**config.mk**
```make
export PLATFORM = sky130hd
export DESIGN_NAME = cmd_control
export DESIGN_NICKNAME = d
export VERILOG_FILES = /design/src/rtl/cmd_control.sv
export SDC_FILE = /design/constraint.sdc
export NUM_CORES = 1
export LEC_CHECK = 0
export BUFFER_PORTS_ARGS = -buffer_cell sky130_fd_sc_hd__buf_2
export CORE_UTILIZATION = 40
export DETAILED_ROUTE_END_ITERATION = 10
export HOLD_SLACK_MARGIN = 0.1
export PLACE_DENSITY = 0.64
export RECOVER_POWER = 25
export SLEW_MARGIN = 20
export SYNTH_ARGS = -nofsm -noshare
export SYNTH_HDL_FRONTEND = slang
export SYNTH_SLANG_ARGS = --single-unit
```
**constraint.sdc**
```tcl
create_clock -name sd_clock -period 6.1 [get_ports sd_clock]
set_input_delay 0.305 -clock sd_clock [delete_from_list [all_inputs] [get_ports sd_clock]]
set_output_delay 0.305 -clock sd_clock [all_outputs]
set_load 0.1 [all_outputs]
```
**src/rtl/cmd_control.sv**
```systemverilog
// Command-path control: frames a host command, runs the strobe/ack handshake with the
// CMD physical layer, times out missing responses and checks the 48-bit response.
module cmd_control #(
    parameter int TIMEOUT_CYCLES = 64
) (
    input  logic        sd_clock,
    input  logic        reset,
    input  logic        new_command,
    input  logic [5:0]  cmd_index,
    input  logic [31:0] cmd_argument,
    input  logic        no_response_req,
    input  logic        phy_complete,
    input  logic [47:0] phy_response,
    output logic [39:0] cmd_to_send,
    output logic        strobe_out,
    output logic        ack_out,
    output logic        idle_out,
    output logic        no_response_out,
    output logic        busy,
    output logic        command_complete,
    output logic [31:0] response_out,
    output logic        timeout_error,
    output logic        index_error,
    output logic        crc_error,
    output logic        end_bit_error
);

    typedef enum logic [2:0] {S_IDLE, S_LOAD, S_WAIT, S_CHECK, S_DONE} state_t;

    state_t      state_q, state_d;
    logic [39:0] cmd_q, cmd_d;
    logic        nores_q, nores_d;
    logic [15:0] timer_q, timer_d;
    logic [47:0] resp_q, resp_d;
    logic [39:0] shift_q, shift_d;
    logic [5:0]  cnt_q, cnt_d;
    logic [6:0]  crc_q, crc_d;
    logic [31:0] rsp_out_q, rsp_out_d;
    logic        tmo_q, tmo_d;
    logic        idx_err_q, idx_err_d;
    logic        crc_err_q, crc_err_d;
    logic        end_err_q, end_err_d;
    logic        ack_q, ack_d;
    logic        cmpl_q, cmpl_d;
    logic [6:0]  crc_next;
    logic        timer_exp;

    function automatic logic [6:0] crc7_step(input logic [6:0] crc, input logic din);
        logic fb;
        fb = crc[6] ^ din;
        return {crc[5:0], 1'b0} ^ (fb ? 7'h09 : 7'h00);
    endfunction

    assign crc_next  = crc7_step(crc_q, shift_q[39]);
    assign timer_exp = (timer_q == 16'(TIMEOUT_CYCLES - 1));

    always_ff @(posedge sd_clock or negedge reset) begin
        if (!reset) begin
            state_q   <= S_IDLE;
            cmd_q     <= '0;
            nores_q   <= 1'b0;
            timer_q   <= '0;
            resp_q    <= '0;
            shift_q   <= '0;
            cnt_q     <= '0;
            crc_q     <= '0;
            rsp_out_q <= '0;
            tmo_q     <= 1'b0;
            idx_err_q <= 1'b0;
            crc_err_q <= 1'b0;
            end_err_q <= 1'b0;
            ack_q     <= 1'b0;
            cmpl_q    <= 1'b0;
        end else begin
            state_q   <= state_d;
            cmd_q     <= cmd_d;
            nores_q   <= nores_d;
            timer_q   <= timer_d;
            resp_q    <= resp_d;
            shift_q   <= shift_d;
            cnt_q     <= cnt_d;
            crc_q     <= crc_d;
            rsp_out_q <= rsp_out_d;
            tmo_q     <= tmo_d;
            idx_err_q <= idx_err_d;
            crc_err_q <= crc_err_d;
            end_err_q <= end_err_d;
            ack_q     <= ack_d;
            cmpl_q    <= cmpl_d;
        end
    end

    always_comb begin
        state_d   = state_q;
        cmd_d     = cmd_q;
        nores_d   = nores_q;
        timer_d   = timer_q;
        resp_d    = resp_q;
        shift_d   = shift_q;
        cnt_d     = cnt_q;
        crc_d     = crc_q;
        rsp_out_d = rsp_out_q;
        tmo_d     = tmo_q;
        idx_err_d = idx_err_q;
        crc_err_d = crc_err_q;
        end_err_d = end_err_q;
        ack_d     = 1'b0;
        cmpl_d    = 1'b0;
        case (state_q)
            S_IDLE: begin
                if (new_command) begin
                    cmd_d     = {2'b01, cmd_index, cmd_argument};
                    nores_d   = no_response_req;
                    rsp_out_d = '0;
                    tmo_d     = 1'b0;
                    idx_err_d = 1'b0;
                    crc_err_d = 1'b0;
                    end_err_d = 1'b0;
                    state_d   = S_LOAD;
                end
            end
            S_LOAD: begin
                timer_d = '0;
                state_d = S_WAIT;
            end
            S_WAIT: begin
                // A completion in the limit cycle takes priority over the timeout
                if (phy_complete) begin
                    ack_d   = 1'b1;
                    resp_d  = phy_response;
                    shift_d = phy_response[47:8];
                    crc_d   = '0;
                    cnt_d   = '0;
                    state_d = nores_q ? S_DONE : S_CHECK;
                end else if (timer_exp) begin
                    ack_d   = 1'b1;
                    tmo_d   = 1'b1;
                    state_d = S_DONE;
                end else begin
                    timer_d = timer_q + 16'd1;
                end
            end
            S_CHECK: begin
                crc_d   = crc_next;
                shift_d = {shift_q[38:0], 1'b0};
                cnt_d   = cnt_q + 6'd1;
                if (cnt_q == 6'd39) begin
                    crc_err_d = (crc_next != resp_q[7:1]);
                    idx_err_d = resp_q[47] | resp_q[46] | (resp_q[45:40] != cmd_q[37:32]);
                    end_err_d = ~resp_q[0];
                    rsp_out_d = resp_q[39:8];
                    state_d   = S_DONE;
                end
            end
            S_DONE: begin
                cmpl_d  = 1'b1;
                state_d = S_IDLE;
            end
            default: state_d = S_IDLE;
        endcase
    end

    assign cmd_to_send      = cmd_q;
    assign strobe_out       = (state_q == S_WAIT);
    assign ack_out          = ack_q;
    assign idle_out         = (state_q == S_IDLE);
    assign busy             = (state_q != S_IDLE);
    assign no_response_out  = nores_q;
    assign command_complete = cmpl_q;
    assign response_out     = rsp_out_q;
    assign timeout_error    = tmo_q;
    assign index_error      = idx_err_q;
    assign crc_error        = crc_err_q;
    assign end_bit_error    = end_err_q;

endmodule
```
## After elaboration in Yosys (flattened, before gate mapping)

Cells that the tools add are included.

- Bitwise gates (word level): 5
- Mux-type cells: 33
- Equality and inequality tests: 15
- Reductions and logical operators: 13
- $add $sub $neg: 2

Operator list:

| cell | count |
|---|---|
| $pmux 40 s2 | 1 |
| $mux 32 | 2 |
| $pmux 32 s2 | 1 |
| $mux 40 | 1 |
| $mux 16 | 2 |
| $pmux 16 s2 | 1 |
| $add 16x1->16 const B | 1 |
| $eq 16x6->1 const B | 1 |
| $mux 3 | 5 |
| $pmux 7 s2 | 1 |
| $pmux 3 s4 | 1 |
| $pmux 6 s2 | 1 |
| $mux 1 | 10 |
| $ne 2x2->1 const B | 5 |
| $reduce_and 3->1 | 3 |
| $pmux 1 s2 | 4 |
| $reduce_bool 2->1 | 4 |
| $mux 7 | 1 |
| $ne 7x7->1 | 1 |
| $xor 7x4->7 | 1 |
| $add 6x1->6 const B | 1 |
| $eq 3x2->1 const B | 2 |
| $eq 6x6->1 const B | 1 |
| $mux 6 | 1 |
| 13 further kinds | 16 |

- Output and inout port bits: 82
- Bits in registers: 198
- Input port bits: 91

## Depth between registers and ports, before layout

- Depth in word-level cells: 6
- Gate-level depth with buffers: 7
- Mapped depth without buffers: 5

## Least setup slack after synthesis

Ideal clock, no wire load.

- Path type: register to output
- Start: register state_q[0]
- End: output busy
- Path buffers: 1
- Required time: 5.795 ns
- Path slack: 1.825 ns
- Stages on the path, launching flop included: 4
- Arrival: 3.970 ns
- Path through: dfrtp_1 > buf_2 > nor3_1 > inv_1

- Longest elaborated chain between the ends: 1

RTL lines:

| what | line | source |
|---|---|---|
| start: declaration | 30 | `state_t state_q, state_d;` |
| start signal: assignment | 75 | `state_q <= state_d;` |
| $reduce_bool 3->1 | 167 | `assign busy = (state_q != S_IDLE);` |
| end: declaration | 19 | `output logic busy,` |

Every way passes these cells.

## Final worst setup path

- Start: register state_q[0]
- End: register crc_err_q (netlist: crc_error)

- Longest elaborated chain between the ends: 3
- Elaborated cells on any way between the ends: 7
- Those cells by class: eq/ne: 3; mux: 1; reduce/logical: 3

RTL lines:

| what | line | source |
|---|---|---|
| $eq 3x2->1 / $logic_not 3->1 (equally long branches) | 109 | `case (state_q)` |
| $ne 2x2->1 (no line) / $reduce_bool 2->1 (equally long branches) | n/a |  |
| $reduce_and 3->1 (no line) | n/a |  |
| end signal: assignment | 86 | `crc_err_q <= crc_err_d;` |
| end: declaration | 41 | `logic crc_err_q, crc_err_d;` |

Several ways; a longest one is shown, not always the timed one.
A chain may end at the register's enable or synchronous reset.

==> impl_metrics.ini <==
[worst_hold_path]
min_to = resp_q[24]$_DFFE_PN0P_
hp-class = in -> reg
hold_start = phy_response[24]
hold_depth = 3

[finish]
final_cell_area_sq_um = 10360
syn_to_final_growth_pct = 29.96
stdcell_count = 1343
drive_gt1_share_pct = 16.23
nets = 1158
diodes = 0

[synth]
synth_seq_cells = 198
synthCells = 831
yosysMostFrequentCell = nand2_1
ys.flop_type = dfrtp_1
synthTopCellsByCount = 370 x nand2_1, 198 x dfrtp_1, 38 x clkbuf_1
synth_edf_count = 0
synth_cell_types = 43
synth.avg_cell_area_sq_um = 9.597
synth_top_area_cell = dfrtp_1
synth_area_sq_um = 7975
yosysWarnings = 0
ys_top_cells_by_area = dfrtp_1 62%, nand2_1 17%, a22o_1 3.7%
async_reset_ff_share_pct = 100.0
syn_nets = 924
netlist.area_leader.share_pct = 62.13
seq_area_frac_synth_pct = 62.13

[timing]
hold_violations = 0
setup_violations = 0
max_freq_mhz = 368.9
slew_headroom_pct = 18.53
period_share_pct = 44.43
finalCriticalPeriod_ns = 2.711
fin_tns_setup_ns = 0
fin_worst_skew_ns = 0.01114
rsz0062_at_grt = false
worstMarginPinSlew_ns = 1.227
finalMaxSlewViolations = 0
whs_ns = 0.09914

[power]
power_w = 0.005224
vdd_drop_max_mv = 0.3287
p_leak_nw = 5.367
power.density_nw_per_um2 = 504.0

[placement]
gp_congestion = 0.7800
dp_hpwl_um = 11790
placed_area_sq_um = 9060
dp_cells = 1229
port_buffers = 171

[setup_path]
cp_top_family = simple AND/OR/NAND/NOR gates
rr_startpoint = state_q[0]$_DFFE_PN0P_
rr_worst_depth = 5
reg2reg_slack_ns = 3.39
required_ns = 6.45
r2r-end = crc_error$_DFFE_PN0P_
crit_fanout = 24
cp_cell_sequence = nand3b_1 > nor4_4 > buf_4 > a21oi_1 > a41oi_1
cp.arrival_ns = 3.06
worst-setup-path-type = reg -> reg
slowest_stage = nor4_4
end_kind = flip-flop
max_stage_delay_ns = 0.89
critical_path_buf_inv_count = 1
startpoint_type = flip-flop

[floorplan]
die_y_um = 143.2
ios = 173
die_w_um = 143.2
initial_core_util_pct = 40.84
rows = 51
core_sq_um = 19530
die_area_sq_um = 20510

[clock_tree]
post-cts-setup-buffers = 0
cts_tree = built
cts_root_buffer = clkbuf_16
htree_levels = 4
cts_resized = 0
cts_buffer_depth = 2
clkLatencyLatePin_ns = 0.44
hold_buffers = 82
cts_sinks = 198
numCtsBuffers = 17
clk_pin_slew_ns = 0.07

[flow_run]
cap_viol_max_count = 0

[global_route]
grt_pass1_wl_um = 31400
grt_max_degree = 79
antenna_found_initial = 0
groute.usage.overall_pct = 19.82
grt.overflow.total = 0
grt_pass1_vias = 6301

[outcome]
status = complete, no violations

[route]
dr_wl_met2_um = 9207
vias = 6430
drt-met1-wl_um = 8965
drc = 0
finalWirelength_um = 19280
ant_nets = 0
drt_iter0_drc = 436
wl_met3_um = 676
viasPerCell = 4.788
wire_per_inst_um = 14.35
drtPass1Iterations = 4
highest_layer = met4
==> worst reg2reg max path, delay by kind of cell (launching register included) <==
family | cells | cell delay (ns)
simple gates | 2 | 1.38
flops | 1 | 0.54
buf+inv | 1 | 0.44
compound gates | 2 | 0.27
==> flip-flops by register name, indices dropped and copies added (netlist names), 3 cells and up <==
| name | flops |
|---|---|
| response_out | 32 |
| timer_q | 16 |
| cnt_q | 6 |
| crc_q | 7 |
| resp_q | 48 |
| cmd_to_send | 39 |
| shift_q | 40 |
| state_q | 3 |
==> layout make-up <==
type	instances	area, sq um
flip-flops and latches	198	4955
multi-input cells	582	2834
clock buffers	20	436.7
fillers	1885	9161
clock inverters	12	98.84
well taps	265	331.6
inverters	6	22.52
repair buffers	260	1687
==> power breakdown <==
| part | switching [W] | leakage, nW | total (W) | internal (W) |
|---|---|---|---|---|
| registers | 0.000267 | 2.59 | 0.00200 | 0.00173 |
| logic | 0.00174 | 2.51 | 0.00219 | 0.000449 |
| clock network | 0.000509 | 0.261 | 0.00104 | 0.000529 |
| total | 0.00251 | 5.37 | 0.00522 | 0.00271 |
==> metal layers <==
metal	up-vias	GRT usage, %
met3	30	3.689
met4	0	8.829
li1	3197	-
met2	123	30.35
met1	3080	27.38
met5	-	0
==> how the worst max path moves through the flow <==
stage | slack (ns) | start | cells past startpoint | to
after floorplan | 1.83 | state_q[0]$_DFFE_PN0P_ | 3 | busy
after global placement | 3.46 | state_q[2]$_DFFE_PN0P_ | 4 | index_error$_DFFE_PN0P_
after detailed placement | 3.40 | state_q[0]$_DFFE_PN0P_ | 4 | index_error$_DFFE_PN0P_
after CTS | 3.35 | state_q[0]$_DFFE_PN0P_ | 5 | crc_error$_DFFE_PN0P_
after global routing | 3.12 | state_q[0]$_DFFE_PN0P_ | 5 | crc_error$_DFFE_PN0P_
final | 3.39 | state_q[0]$_DFFE_PN0P_ | 5 | crc_error$_DFFE_PN0P_
==> logic make-up (layout without fill, tap and decap cells) <==
family	Yosys count	count (layout)	share of synthesized area, %
AND/OR/NAND/NOR	472	472	25.09
flip-flops	198	198	62.13
AO/OA/AOI/OAI	86	86	7.468
buffers and inverters	51	298	2.573
XOR/XNOR	16	16	1.757
multiplexers	5	5	0.6276
adder cells (fa/ha/maj)	2	2	0.3137
other	1	1	0.04702
==> cells in the final DEF, fill, tap and decap left out, types with 8 or more instances in the layout <==
master | synthesis | final
nand2_1 | 370 | 369
dfrtp_1 | 198 | 198
buf_2 | 2 | 129
dlygate4sd3_1 | 0 | 82
clkbuf_1 | 38 | 44
nand3_1 | 37 | 37
a22o_1 | 34 | 34
o21ai_0 | 24 | 24
clkbuf_16 | 0 | 17
a21oi_1 | 13 | 13
nor2_1 | 12 | 10
a22oi_1 | 10 | 10
or3_1 | 9 | 9
xor2_1 | 9 | 9
nand4_1 | 8 | 8
==> through the flow <==
step                worst slack [ns]  utilization, %
floorplan                      1.825               -
global placement               3.463           46.40
detailed placement             3.403           46.40
CTS                            3.349           53.34
global route                   3.122           53.08
finish                         3.389           53.08
(Power assumes the default switching activity.)
